`config.mk`:
```
export PLATFORM = sky130hd
export DESIGN_NAME = multicycle_control
export DESIGN_NICKNAME = d
export VERILOG_FILES = /design/src/rtl/multicycle_control.sv
export SDC_FILE = /design/constraint.sdc
export NUM_CORES = 1
export LEC_CHECK = 0
export CAP_MARGIN = 25
export CORE_MARGIN = 2
export CORE_UTILIZATION = 40
export CTS_BUF_LIST = sky130_fd_sc_hd__clkbuf_2 sky130_fd_sc_hd__clkbuf_4 sky130_fd_sc_hd__clkbuf_8
export DETAILED_ROUTE_END_ITERATION = 7
export GPL_TIMING_DRIVEN = 1
export HOLD_SLACK_MARGIN = 0.03
export PLACE_DENSITY = 0.73
export SYNTH_ARGS = -nofsm -noshare
export SYNTH_HDL_FRONTEND = slang
export SYNTH_SLANG_ARGS = --single-unit
```
`constraint.sdc`:
```
create_clock -name clk -period 2.72 [get_ports clk]
set_input_delay 0.272 -clock clk [delete_from_list [all_inputs] [get_ports clk]]
set_output_delay 0.272 -clock clk [all_outputs]
set_load 0.05 [all_outputs]
```
`src/rtl/multicycle_control.sv`:
```
// multicycle_control: Moore control FSM for a multicycle RISC-V core with memory-wait timeout and trap reporting.
// Optional: define BRANCH_EXT_EN to accept bne alongside beq.
module multicycle_control #(
  parameter int MEM_TIMEOUT = 15,
  parameter int TIMEOUT_W = 4
) (
  input  logic       clk,
  input  logic       rst_n,
  input  logic [6:0] op,
  input  logic [2:0] funct3,
  input  logic       funct7b5,
  input  logic       zero,
  input  logic       mem_ready,
  output logic       memread,
  output logic       memwrite,
  output logic       adrsrc,
  output logic       irwrite,
  output logic       pcwrite,
  output logic       regwrite,
  output logic [1:0] resultsrc,
  output logic [1:0] alusrca,
  output logic [1:0] alusrcb,
  output logic [1:0] immsrc,
  output logic [2:0] alucontrol,
  output logic       trap,
  output logic [1:0] trap_cause,
  output logic [3:0] state
);
  typedef enum logic [3:0] {
    S_RESET    = 4'd0,
    S_FETCH    = 4'd1,
    S_DECODE   = 4'd2,
    S_MEMADR   = 4'd3,
    S_MEMREAD  = 4'd4,
    S_MEMWB    = 4'd5,
    S_MEMWRITE = 4'd6,
    S_EXECR    = 4'd7,
    S_EXECI    = 4'd8,
    S_ALUWB    = 4'd9,
    S_BEQ      = 4'd10,
    S_JAL      = 4'd11,
    S_TRAP     = 4'd12
  } state_t;
  localparam logic [2:0] ALU_ADD = 3'b000;
  localparam logic [2:0] ALU_SUB = 3'b001;
  state_t cur, nxt;
  logic [TIMEOUT_W-1:0] cnt, cnt_nxt;
  logic [1:0] cause, cause_nxt;
  logic [2:0] funct_alu;
  logic waiting, timeout, br_ok, br_taken;
  always_ff @(posedge clk or negedge rst_n) begin
    if (!rst_n) begin
      cur   <= S_RESET;
      cnt   <= '0;
      cause <= 2'b00;
    end else begin
      cur   <= nxt;
      cnt   <= cnt_nxt;
      cause <= cause_nxt;
    end
  end
  assign state      = cur;
  assign trap_cause = cause;
  assign funct_alu  = funct3 == 3'b000 ? ((op[5] & funct7b5) ? ALU_SUB : ALU_ADD) :
                      funct3 == 3'b010 ? 3'b101 :
                      funct3 == 3'b110 ? 3'b011 :
                      funct3 == 3'b111 ? 3'b010 : ALU_ADD;
`ifdef BRANCH_EXT_EN
  assign br_ok    = funct3 == 3'b000 || funct3 == 3'b001;
  assign br_taken = funct3[0] ? ~zero : zero;
`else
  assign br_ok    = funct3 == 3'b000;
  assign br_taken = zero;
`endif
  assign immsrc = cur == S_RESET     ? 2'b00 :
                  op == 7'b0100011   ? 2'b01 :
                  op == 7'b1100011   ? 2'b10 :
                  op == 7'b1101111   ? 2'b11 : 2'b00;
  assign waiting = cur == S_FETCH || cur == S_MEMREAD || cur == S_MEMWRITE;
  assign timeout = waiting && !mem_ready && cnt == TIMEOUT_W'(MEM_TIMEOUT);
  // The counter restarts whenever the state moves, so each access gets a fresh budget.
  assign cnt_nxt = (waiting && !mem_ready && nxt == cur) ? cnt + 1'b1 : '0;
  always_comb begin
    nxt        = cur;
    cause_nxt  = cause;
    memread    = 1'b0;
    memwrite   = 1'b0;
    adrsrc     = 1'b0;
    irwrite    = 1'b0;
    pcwrite    = 1'b0;
    regwrite   = 1'b0;
    resultsrc  = 2'b00;
    alusrca    = 2'b00;
    alusrcb    = 2'b00;
    alucontrol = ALU_ADD;
    trap       = 1'b0;
    case (cur)
      S_RESET: nxt = S_FETCH;
      S_FETCH: begin
        memread   = 1'b1;
        alusrcb   = 2'b10;
        resultsrc = 2'b10;
        irwrite   = mem_ready;
        pcwrite   = mem_ready;
        nxt       = mem_ready ? S_DECODE : S_FETCH;
      end
      S_DECODE: begin
        alusrca = 2'b01;
        alusrcb = 2'b01;
        case (op)
          7'b0000011, 7'b0100011: nxt = S_MEMADR;
          7'b0110011:             nxt = S_EXECR;
          7'b0010011:             nxt = S_EXECI;
          7'b1101111:             nxt = S_JAL;
          7'b1100011:             nxt = br_ok ? S_BEQ : S_TRAP;
          default:                nxt = S_TRAP;
        endcase
        cause_nxt = nxt == S_TRAP ? 2'b01 : cause;
      end
      S_MEMADR: begin
        alusrca = 2'b10;
        alusrcb = 2'b01;
        nxt     = op[5] ? S_MEMWRITE : S_MEMREAD;
      end
      S_MEMREAD: begin
        memread = 1'b1;
        adrsrc  = 1'b1;
        nxt     = mem_ready ? S_MEMWB : S_MEMREAD;
      end
      S_MEMWB: begin
        resultsrc = 2'b01;
        regwrite  = 1'b1;
        nxt       = S_FETCH;
      end
      S_MEMWRITE: begin
        memwrite = 1'b1;
        adrsrc   = 1'b1;
        nxt      = mem_ready ? S_FETCH : S_MEMWRITE;
      end
      S_EXECR: begin
        alusrca    = 2'b10;
        alucontrol = funct_alu;
        nxt        = S_ALUWB;
      end
      S_EXECI: begin
        alusrca    = 2'b10;
        alusrcb    = 2'b01;
        alucontrol = funct_alu;
        nxt        = S_ALUWB;
      end
      S_ALUWB: begin
        regwrite = 1'b1;
        nxt      = S_FETCH;
      end
      S_JAL: begin
        alusrca = 2'b01;
        alusrcb = 2'b10;
        pcwrite = 1'b1;
        nxt     = S_ALUWB;
      end
      S_BEQ: begin
        alusrca    = 2'b10;
        alucontrol = ALU_SUB;
        pcwrite    = br_taken;
        nxt        = S_FETCH;
      end
      S_TRAP: trap = 1'b1;
      default: nxt = S_RESET;
    endcase
    if (timeout) begin
      nxt       = S_TRAP;
      cause_nxt = 2'b10;
    end
  end
endmodule

```
==> impl.org <==
** Run status
- Outcome :: finished, final reports clean

** Synthesis
- The cell count after synthesis came out at 131.
- Most area-consuming cells after synthesis :: dfrtp_1 (25%), nor2_1 (8.4%), nand2b_1 (3.8%)
- The number of nets in the synthesized netlist is 147.
- nor2_1 is the most common cell in the netlist.
- Fraction of the yosys area taken by sequential cells :: 0.253
- The share of synthesized area in the top cell type comes to 0.253.
- Cell variety after synth :: 46
- The Yosys step of the flow raised 0 warnings.
- Counting flops with an async set or reset pin after synthesis yields a share of 1.00.
- Library cell occupying the most area in the post-synthesis netlist :: dfrtp_1
- A synthesized cell averages 7.55 um^2.
- The cell area that synthesis handed to floorplanning was 988 um^2.
- In this run, synthesis inferred 0 flip-flops with an integrated enable.
- In the synthesized netlist the dominant register cell turns out to be dfrtp_1.
- Flop and latch count out of synthesis :: 10
- Most instantiated cells after synthesis :: nor2_1 (22), dfrtp_1 (10), nand2b_1 (6)

** STA
- Max_slew headroom :: 0.659
- In the final timing run, aggregate negative setup slack is 0 ns.
- In the finished design, the share of the clock period the worst path needs comes to 0.919.
- Pins over their slew limit :: 0
- After layout, the worst setup slack is 0.220 ns.
- For the pin with the worst max-slew slack, the measured transition is 0.510 ns.
- Max frequency :: 0.400 GHz
- The final count of hold timing violations came to 0.
- Setup-failing EPs final :: 0
- Setup repair after global routing left no endpoint under its margin.
- Worst Clk Skew :: 0.00408 ns
- Post-layout min period :: 2.50 ns

** Global route
- Grt peak-use layer :: met2
- The number of antenna violations at the first check in global routing is 0.
- In the global route stage, met2 resource usage came out at 0.335.
- Across every metal layer, demand over resource in global routing totals 0.197.
- The via count of the first global-routing pass came to 1003.
- Met3 track utilization from global routing :: 0.0361
- Maximum number of pins on one net before global-route repair :: 27
- In the global route stage, met1 resource usage came out at 0.268.
- Global-route wire length before repair :: 4330 um
- Summed over all layers, the global routing overflow is 0.

** Clock network
- Clock Root Buffer :: clkbuf_4
- Number of hold-repair buffers added at the cts stage :: 0
- In this run the deepest clock path goes through 2 buffers.
- CTS tree :: built
- After clock tree synthesis, the setup repair step added 0 buffers.
- Counting the buffers created by CTS gives 3.
- CTS saw 10 sinks.
- Clock-pin slew was measured on the worst setup and hold paths at 0.07 ns.
- In this run the number of H-tree levels came out at 1.
- Clock insertion delay at the later pin of the skew report :: 0.26 ns

** Finish
- Of the cells placed in the final design, the portion with a size suffix greater than 1 is 0.0958.
- Antenna diodes :: 0
- Layout Cells excl Fill :: 197
- In the final design database the tool counted 184 nets.
- The finished cells cover 1420 um^2.
- Layout Area Growth over Synthesis :: 43.8%
- Number of fillers in the final layout :: 236

** Placement
- The wire-length estimate of the detail-placed layout is 2040 um.
- Once placement finished, the instance area stood at 1380 um^2.
- OpenSTA, run right after detailed placement, puts the worst setup slack at 0.347 ns.
- Once placement completed, the tool counted placed cells totaling 193.
- At the end of routability-driven placement, the weighted congestion stood at 0.775.
- I/O Buffers :: 38

** Routing
- Drt total wl :: 2660 um
- Drt wl/cell :: 13.5 um
- The count of nets left with antenna violations once routing finished came out at 0.
- Drt initial violations :: 45
- Using the TritonRoute via totals, the vias-per-cell ratio works out to 5.53.
- For this block, the via count after detailed routing is 1090.
- For this run, design rule violations remaining after detail routing come to 0.
- The first detailed-routing pass ran for 4 iterations.

** Worst setup path
- Nature of the critical path endpoint :: primary output
- At the worst endpoint, the required time is 2.45 ns.
- Category of the most critical setup path :: reg2out
- The worst setup path is launched from a flip-flop.
- Data arrives at the worst endpoint at 2.23 ns.
- Top fanout value on the critical path :: 17

** Floorplan
- Starting density of the core :: 0.410
- In this run the standard cell core region covers 2410 um^2.
- Die span in x :: 53.7 um
- The floorplan has 18 rows.
- The die covers 2880 um^2.
- Ports :: 39
- Die height :: 53.7 um

** Power
- Worst IR Drop VDD :: 0.741 mV
- Power spread over the standard cell area amounts to 1160 nW/um^2.
- Leakage component of the power :: 0.000623 uW
- After layout, the design draws a total of 1640 uW.

** Min path
- The path class of the tightest hold or removal check is in2async.

** Job
- Across the run, the number of max-cap violations was 0.
-- cell type report --
type                    instances  area [um^2]  share of cell area
flip-flops and latches         10          251               0.177
well taps                      30         37.5              0.0264
multi-input cells             107          677               0.476
clock buffers                   4         36.3              0.0255
repair buffers                 41          400               0.282
inverters                       5         18.8              0.0132
-- state kept, by name (all words and copies together), names as in the netlist --
| name | cells |
|---|---|
| trap_cause | 2 |
| cnt | 4 |
| state | 4 |
-- path summary, 6_finish.rpt --
kind	cells after the start	slack, ns	end	start
max	4	0.22	alusrca[1]	state[1]$_DFF_PN0_
min	1	0.32	state[1]$_DFF_PN0_	rst_n
max reg2reg	5	0.79	trap_cause[1]$_DFFE_PN0P_	state[1]$_DFF_PN0_
min reg2reg	1	0.46	cnt[0]$_DFF_PN0_	cnt[0]$_DFF_PN0_
max in group asynchronous	1	2.09	state[0]$_DFF_PN0_	rst_n
min in group clk	1	0.46	cnt[0]$_DFF_PN0_	cnt[0]$_DFF_PN0_
-- metal layers --
metal,part of all wire,vias to the layer above
met5,0,-
met4,0,0
met3,0.045,0
met2,0.48,34
met1,0.47,504
li1,-,552
-- worst max-delay path, stage by stage (launching register included) --
cell             delay (ns)
dfrtp_1                0.63
buf_4                  0.24
nor2b_1                0.18
a21o_1                 0.13
clkdlybuf4s50_1        0.79
-- through the flow --
step / utilization / hold slack (ns)
after detailed placement: 0.571 / 0.454
after global placement: 0.571 / 0.450
after floorplan: - / -0.0236
after CTS: 0.586 / 0.332
final: 0.590 / 0.315
after global routing: 0.590 / 0.356
-- cells in the final DEF, fill, tap and decap left out, drive strengths merged, types with 2 or more instances in the layout --
cell type	n
nor2b	4
clkbuf	4
clkdlybuf4s50	31
inv	5
o41ai	2
o22a	2
nor4b	2
o21ai	5
buf	7
or2	4
a31oi	2
o31ai	4
and3	3
o221ai	2
a22o	2
a21o	3
xnor2	3
o21a	3
a21oi	5
dfrtp	10
dlymetal6s2s	3
nand2b	6
nand3	5
a22oi	2
nand2	4
or3b	2
nor3	4
nor2	22
-- timing repair --
| item | in CTS | in global routing |
|---|---|---|
| hold endpoints to repair | 0 | 0 |
| endpoints found under the setup margin | 0 | 7 |
| gates resized for setup | 0 | 4 |
-- cell families (layout without fill, tap and decap cells) --
| family | Yosys count | after routing | synth area share |
|---|---|---|---|
| flip-flops | 10 | 10 | 0.253 |
| AND/OR/NAND/NOR | 62 | 62 | 0.342 |
| buffers and inverters | 14 | 50 | 0.0671 |
| XOR/XNOR | 4 | 4 | 0.0354 |
| adder cells (fa/ha/maj) | 1 | 1 | 0.0127 |
| AO/OA/AOI/OAI | 40 | 40 | 0.290 |
-- report_power, final --
group          internal, uW  switching [uW]
Sequential              198             120
Clock                  81.1            50.2
Combinational           432             764
Power figures use the tool's default switching activity.
